$ cat src/rtl/absmem_check_ctrl.sv
// Check-run sequencer for an abstract-memory equivalence check, plus a round-robin
// write arbiter. Optional RUN-phase timeout is enabled by defining ABSMEM_CHECK_TIMEOUT_EN.
module absmem_check_ctrl #(
   parameter int AW      = 16,
   parameter int DW      = 8,
   parameter int MAX_CYC = 200,
   parameter int CW      = 8
) (
   input  logic          clk,
   input  logic          rst,
   input  logic          start,
   input  logic          vlg_done,
   input  logic          ila_done,
   input  logic          equal,
   output logic          issue,
   output logic          compare,
   output logic          busy,
   output logic          result_valid,
   output logic          result_pass,
   output logic          result_tmo,
   input  logic          req0_wen,
   input  logic          req1_wen,
   input  logic [AW-1:0] req0_waddr,
   input  logic [AW-1:0] req1_waddr,
   input  logic [DW-1:0] req0_wdata,
   input  logic [DW-1:0] req1_wdata,
   output logic          gnt0,
   output logic          gnt1,
   output logic          m_wen,
   output logic [AW-1:0] m_waddr,
   output logic [DW-1:0] m_wdata,
   output logic [2:0]    dbg_state
);

   if (MAX_CYC < 2 || (64'(1) << CW) < 64'(MAX_CYC)) begin : g_bad_param
      $error("absmem_check_ctrl: MAX_CYC must be >= 2 and representable in CW bits");
   end

   typedef enum logic [2:0] {S_IDLE, S_ISSUE, S_RUN, S_CMP, S_DONE} state_t;

   state_t state_q;
   logic   vd_q, id_q, ptr_q, pass_q;
   logic   done_cond, run_en;

   // Protocol: start, vlg_done and ila_done are single-cycle pulses with no back-pressure;
   // a run finishes once both done pulses have been seen since ISSUE was entered.
   assign done_cond = (vd_q | vlg_done) & (id_q | ila_done);

`ifdef ABSMEM_CHECK_TIMEOUT_EN
   localparam logic [CW-1:0] CNT_LAST = CW'(MAX_CYC - 1);
   logic [CW-1:0] cnt_q;
   logic          tmo_q;
   assign result_tmo = tmo_q;
`else
   assign result_tmo = 1'b0;
`endif

   always_ff @(posedge clk) begin
      if (rst) begin
         state_q <= S_IDLE;
         vd_q    <= 1'b0;
         id_q    <= 1'b0;
         pass_q  <= 1'b0;
         ptr_q   <= 1'b1;
`ifdef ABSMEM_CHECK_TIMEOUT_EN
         cnt_q   <= '0;
         tmo_q   <= 1'b0;
`endif
      end else begin
         if (gnt0 | gnt1)
            ptr_q <= gnt1;
         case (state_q)
            S_IDLE: begin
               if (start) begin
                  state_q <= S_ISSUE;
                  vd_q    <= 1'b0;
                  id_q    <= 1'b0;
               end
            end
            S_ISSUE: begin
               state_q <= S_RUN;
               vd_q    <= vd_q | vlg_done;
               id_q    <= id_q | ila_done;
`ifdef ABSMEM_CHECK_TIMEOUT_EN
               cnt_q   <= '0;
`endif
            end
            S_RUN: begin
               vd_q <= vd_q | vlg_done;
               id_q <= id_q | ila_done;
`ifdef ABSMEM_CHECK_TIMEOUT_EN
               cnt_q <= cnt_q + CW'(1);
`endif
               // A done arriving on the last budgeted cycle still wins over the timeout.
               if (done_cond) begin
                  state_q <= S_CMP;
               end
`ifdef ABSMEM_CHECK_TIMEOUT_EN
               else if (cnt_q == CNT_LAST) begin
                  state_q <= S_DONE;
                  tmo_q   <= 1'b1;
                  pass_q  <= 1'b0;
               end
`endif
            end
            S_CMP: begin
               state_q <= S_DONE;
               pass_q  <= equal;
`ifdef ABSMEM_CHECK_TIMEOUT_EN
               tmo_q   <= 1'b0;
`endif
            end
            S_DONE:  state_q <= S_IDLE;
            default: state_q <= S_IDLE;
         endcase
      end
   end

   assign issue        = ~rst & (state_q == S_ISSUE);
   assign compare      = ~rst & (state_q == S_CMP);
   assign result_valid = ~rst & (state_q == S_DONE);
   assign busy         = ~rst & (state_q != S_IDLE);
   assign result_pass  = pass_q;
   assign dbg_state    = state_q;

   // ptr_q names the last granted requester; on a conflict the other one wins.
   assign run_en  = ~rst & (state_q == S_RUN);
   assign gnt0    = run_en & req0_wen & (~req1_wen | ptr_q);
   assign gnt1    = run_en & req1_wen & (~req0_wen | ~ptr_q);
   assign m_wen   = gnt0 | gnt1;
   assign m_waddr = gnt0 ? req0_waddr : (gnt1 ? req1_waddr : '0);
   assign m_wdata = gnt0 ? req0_wdata : (gnt1 ? req1_wdata : '0);

endmodule

$ cat config.mk
export PLATFORM = sky130hd
export DESIGN_NAME = absmem_check_ctrl
export DESIGN_NICKNAME = d
export VERILOG_FILES = /design/src/rtl/absmem_check_ctrl.sv
export SDC_FILE = /design/constraint.sdc
export NUM_CORES = 1
export LEC_CHECK = 0
export CORE_AREA = 2 2 59 61
export CTS_CLUSTER_DIAMETER = 120
export DETAILED_ROUTE_END_ITERATION = 8
export DIE_AREA = 0 0 61 63
export PLACE_DENSITY = 0.9
export SLEW_MARGIN = 20
export SYNTH_ARGS = -nofsm -noshare
export SYNTH_HDL_FRONTEND = slang
export SYNTH_SLANG_ARGS = --single-unit
$ cat constraint.sdc
create_clock -name clk -period 2.8 [get_ports clk]
set_clock_uncertainty 0.05 [all_clocks]
set_input_delay 0.42 -clock clk [delete_from_list [all_inputs] [get_ports clk]]
set_output_delay 0.42 -clock clk [all_outputs]
set_load 0.01 [all_outputs]
==> out/summary.log, run 1 <==
[layout] n_diodes 0
[cts] cell at the root of the clock tree clkbuf_4
[yosys] count of synthesis-stage warnings from yosys 0
[cts] number of gates resized after cts 0
[placement] DP Worst Slack 0.0863 ns
[min_path] Hold Path Depth 1
[worst_setup_path] crit end category output pin
[worst_setup_path] crit path max fanout 27
[cts] clock buffer count from CTS 3
[layout] most frequent standard cell in the layout excluding fill and tap cells clkdlybuf4s50_1
[floorplan] count of standard-cell rows 21
[layout] Total Nets Final 296
[power] power per cell area 223 mW/mm2
[layout] footprint of the flip-flops and latches 140 um2
[cts] number of levels the H-tree was split into 1
[routing] post-detailed-route wirelength per cell 12.9 um
[floorplan] x dimension of the die 61 um
[worst_setup_path] Reg2Reg Launch Point dbg_state[2]$_SDFFE_PP0P_
[min_path] kind of path behind the tightest hold check flip-flop to flip-flop
[layout] area overhead of the layout relative to synthesis 89.8%
[grt] vias in the first global route 1309
[timing] setup TNS 0 ns
[timing] final worst setup slack 0.0943 ns
[yosys] sequential-to-total area share from yosys stat 0.132
[routing] ANT nets after route 0
[yosys] average footprint of a synthesized cell 6.81 um2
[timing] max frequency 370 MHz
[min_path] hold path endpoint ptr_q$_SDFFE_PP1P_
[grt] aggregate global-route resource usage 0.192
[routing] number of DRC violations after detailed routing 0
[worst_setup_path] setup slack of the worst register-to-register path 1.35 ns
[layout] multi-input logic area 783 um2
[routing] sum of routed wire length over all layers 3.69 mm
[routing] number of vias after detailed routing 1408
[timing] minimum hold slack 0.411 ns
[worst_setup_path] endpoint arrival time on the critical path 2.24 ns
[power] overall power consumption 0.449 mW
[routing] iteration-0 DRC count of the detailed router 68
[worst_setup_path] crit-path max cell delay 0.55 ns
[yosys] Netlist cell types 28
[placement] Cells after DPL 281
[flow_run] number of maximum-capacitance violations 0
[yosys] Post-Synthesis Cells 156
[power] cell leakage power 0.748 nW
[cts] buffer depth of the longest clock path 2
[grt] pin count of the biggest net entering global routing 38
[worst_setup_path] Reg2Reg Capture Point ptr_q$_SDFFE_PP1P_
[timing] unrepaired setup endpoints after global routing false
[yosys] number of register bits inferred by synthesis 7
[yosys] Post-Synthesis Net Count 212
[timing] Min Clock Period, post-route 2.71 ns
[cts] clock transition at the registers of the reported paths 0.05 ns
[placement] routability cong. 0.771
[floorplan] number of ports placed on the die boundary 92
[grt] GRT Residual Overflow 0
[layout] fraction of final layout cells with drive strength greater than 1 0.155
[worst_setup_path] type of element launching the critical path input pin
[routing] number of iterations in the first detailed-routing pass 4
[timing] final cycle utilization of the critical path 0.966
[layout] fill cell total of the finished layout 310
[timing] final count of hold timing violations 0
[placement] DPL Wire Length 2.85 mm
[min_path] Min-Delay Startpoint ptr_q$_SDFFE_PP1P_
[cts] latest clock arrival within the worst-skew pair 0.25 ns
[floorplan] die outline height 63 um
[power] maximum vdd ir drop 0.000193 V
[run_status] status finished, final reports clean
[grt] first-pass GRT wire length 5.84 mm
[cts] total number of clock tree sinks 7
[floorplan] area of the die 0.00384 mm2
[worst_setup_path] data required time at the worst endpoint 2.33 ns
[cts] # Post-CTS Setup Buffers 0
[yosys] post-synth design cell area 0.00106 mm2
[layout] top library cells by usage in the layout, fill and taps aside clkdlybuf4s50_1, nand2_1, nand3_1, a21o_1, a21oi_2
[routing] number of vias per cell after detailed routing 4.94
[worst_setup_path] worst reg-to-reg path cell count 4
[cts] post-cts hold buffer count 0
[worst_setup_path] critical path class input pin to output pin
[layout] number of non-filler instances in the completed layout 285
[floorplan] Core ar. 0.00323 mm2
[worst_setup_path] slowest cell on the critical path clkdlybuf4s50_1
[placement] number of input and output port buffers inserted 90
[timing] number of max-slew violations in the final report 0
[cts] clock tree from TritonCTS yes
[worst_setup_path] sequence of cells on the critical path clkdlybuf4s50_1 -> or4b_4 -> buf_12 -> a21oi_1 -> clkdlybuf4s50_1
[worst_setup_path] cell mode on critical path clkdlybuf4s50_1
[timing] final count of negative-setup-slack endpoints 0
[grt] antenna violations before repair 0
[floorplan] effective utilization at floorplan 0.329
## power by group
group	total, mW	leakage (nW)	switching [mW]	internal, mW
Combinational	0.243	0.676	0.0989	0.144
Clock	0.0933	0.0150	0.0388	0.0545
Sequential	0.112	0.0571	0.00504	0.107
Total	0.449	0.748	0.143	0.306
## worst max-delay path: cells and delay by family
kind	cells	cell delay, ns
AND/OR/NAND/NOR	1	0.51
AO/OA/AOI/OAI	1	0.14
buffers and inverters	3	1.16
## synth_stat cells
| master | n | area [um2] |
|---|---|---|
| mux2i_1 | 1 | 10.0 |
| buf_2 | 4 | 20.0 |
| a2111oi_0 | 1 | 8.76 |
| nor2_2 | 1 | 6.26 |
| dfxtp_1 | 7 | 140 |
| clkbuf_1 | 13 | 48.8 |
| nand2_1 | 27 | 101 |
| a21oi_1 | 7 | 35.0 |
| o221ai_1 | 1 | 8.76 |
| a22o_1 | 2 | 17.5 |
| xnor2_1 | 1 | 8.76 |
| nor4b_1 | 2 | 17.5 |
| a211o_1 | 1 | 8.76 |
| nand3b_1 | 1 | 7.51 |
| a21o_1 | 24 | 180 |
| nand2b_1 | 2 | 12.5 |
| a21oi_2 | 18 | 158 |
| buf_12 | 2 | 40.0 |
| nor2_4 | 1 | 11.3 |
| buf_4 | 1 | 7.51 |
| nor3_1 | 2 | 10.0 |
| nor2_1 | 6 | 22.5 |
| and3_1 | 1 | 6.26 |
| nand3_1 | 24 | 120 |
| or4b_4 | 1 | 13.8 |
| buf_6 | 2 | 22.5 |
| conb_1 | 1 | 3.75 |
| and3_2 | 2 | 15.0 |
## worst max-delay path by stage
| stage | start | to | slack (ns) |
|---|---|---|---|
| finish | rst | m_waddr[1] | 0.09 |
| global route | rst | m_waddr[3] | 0.03 |
| CTS | rst | m_waddr[1] | 0.09 |
| detailed placement | rst | m_waddr[1] | 0.09 |
| global placement | rst | m_waddr[2] | 0.13 |
| floorplan | rst | m_waddr[14] | 0.85 |
## final cells by class
type                       instances  area share
timing repair buffer             101       0.500
multi-input combinational        127       0.389
sequential                         7      0.0695
tap                               46      0.0286
clock buffer                       4      0.0130
## logic make-up after synthesis
| kind of cell | after synthesis | share of synthesized area |
|---|---|---|
| simple gates | 70 | 0.324 |
| compound gates | 54 | 0.392 |
| buf+inv | 22 | 0.131 |
| flops | 7 | 0.132 |
| xor+xnor | 1 | 0.00825 |
| mux | 1 | 0.00942 |
| other cells | 1 | 0.00353 |
## per-stage QoR
stage                     utilization  area, um2
after floorplan                     -       1060
after global placement          0.616       1990
after detailed placement        0.616       1990
after CTS                       0.624       2020
after global routing            0.624       2020
final                           0.624       2020
## sequential cells by signal, summed over array words and instances, names as in the netlist
| name | cells |
|---|---|
| dbg_state | 3 |
| id_q | 1 |
| ptr_q | 1 |
| result_pass | 1 |
| vd_q | 1 |
## per-layer routing
metal | global-route usage | up-vias | share of wire
met3 | 0.0518 | 6 | 0.082
met2 | 0.335 | 56 | 0.50
met4 | 0.0489 | 0 | 0.017
met1 | 0.225 | 632 | 0.40
met5 | 0 | - | 0
li1 | - | 714 | -
(Power assumes the default switching activity.)
==> run 2: changes to the inputs <==
--- a/config.mk
+++ b/config.mk
@@ -9,6 +9,7 @@
 export CTS_CLUSTER_DIAMETER = 120
 export DETAILED_ROUTE_END_ITERATION = 8
 export DIE_AREA = 0 0 61 63
+export HOLD_SLACK_MARGIN = 0.12
 export PLACE_DENSITY = 0.9
 export SLEW_MARGIN = 20
 export SYNTH_ARGS = -nofsm -noshare
==> results of run 2 <==
No change in the layout: final DEF, timing and power equal those of run 1.
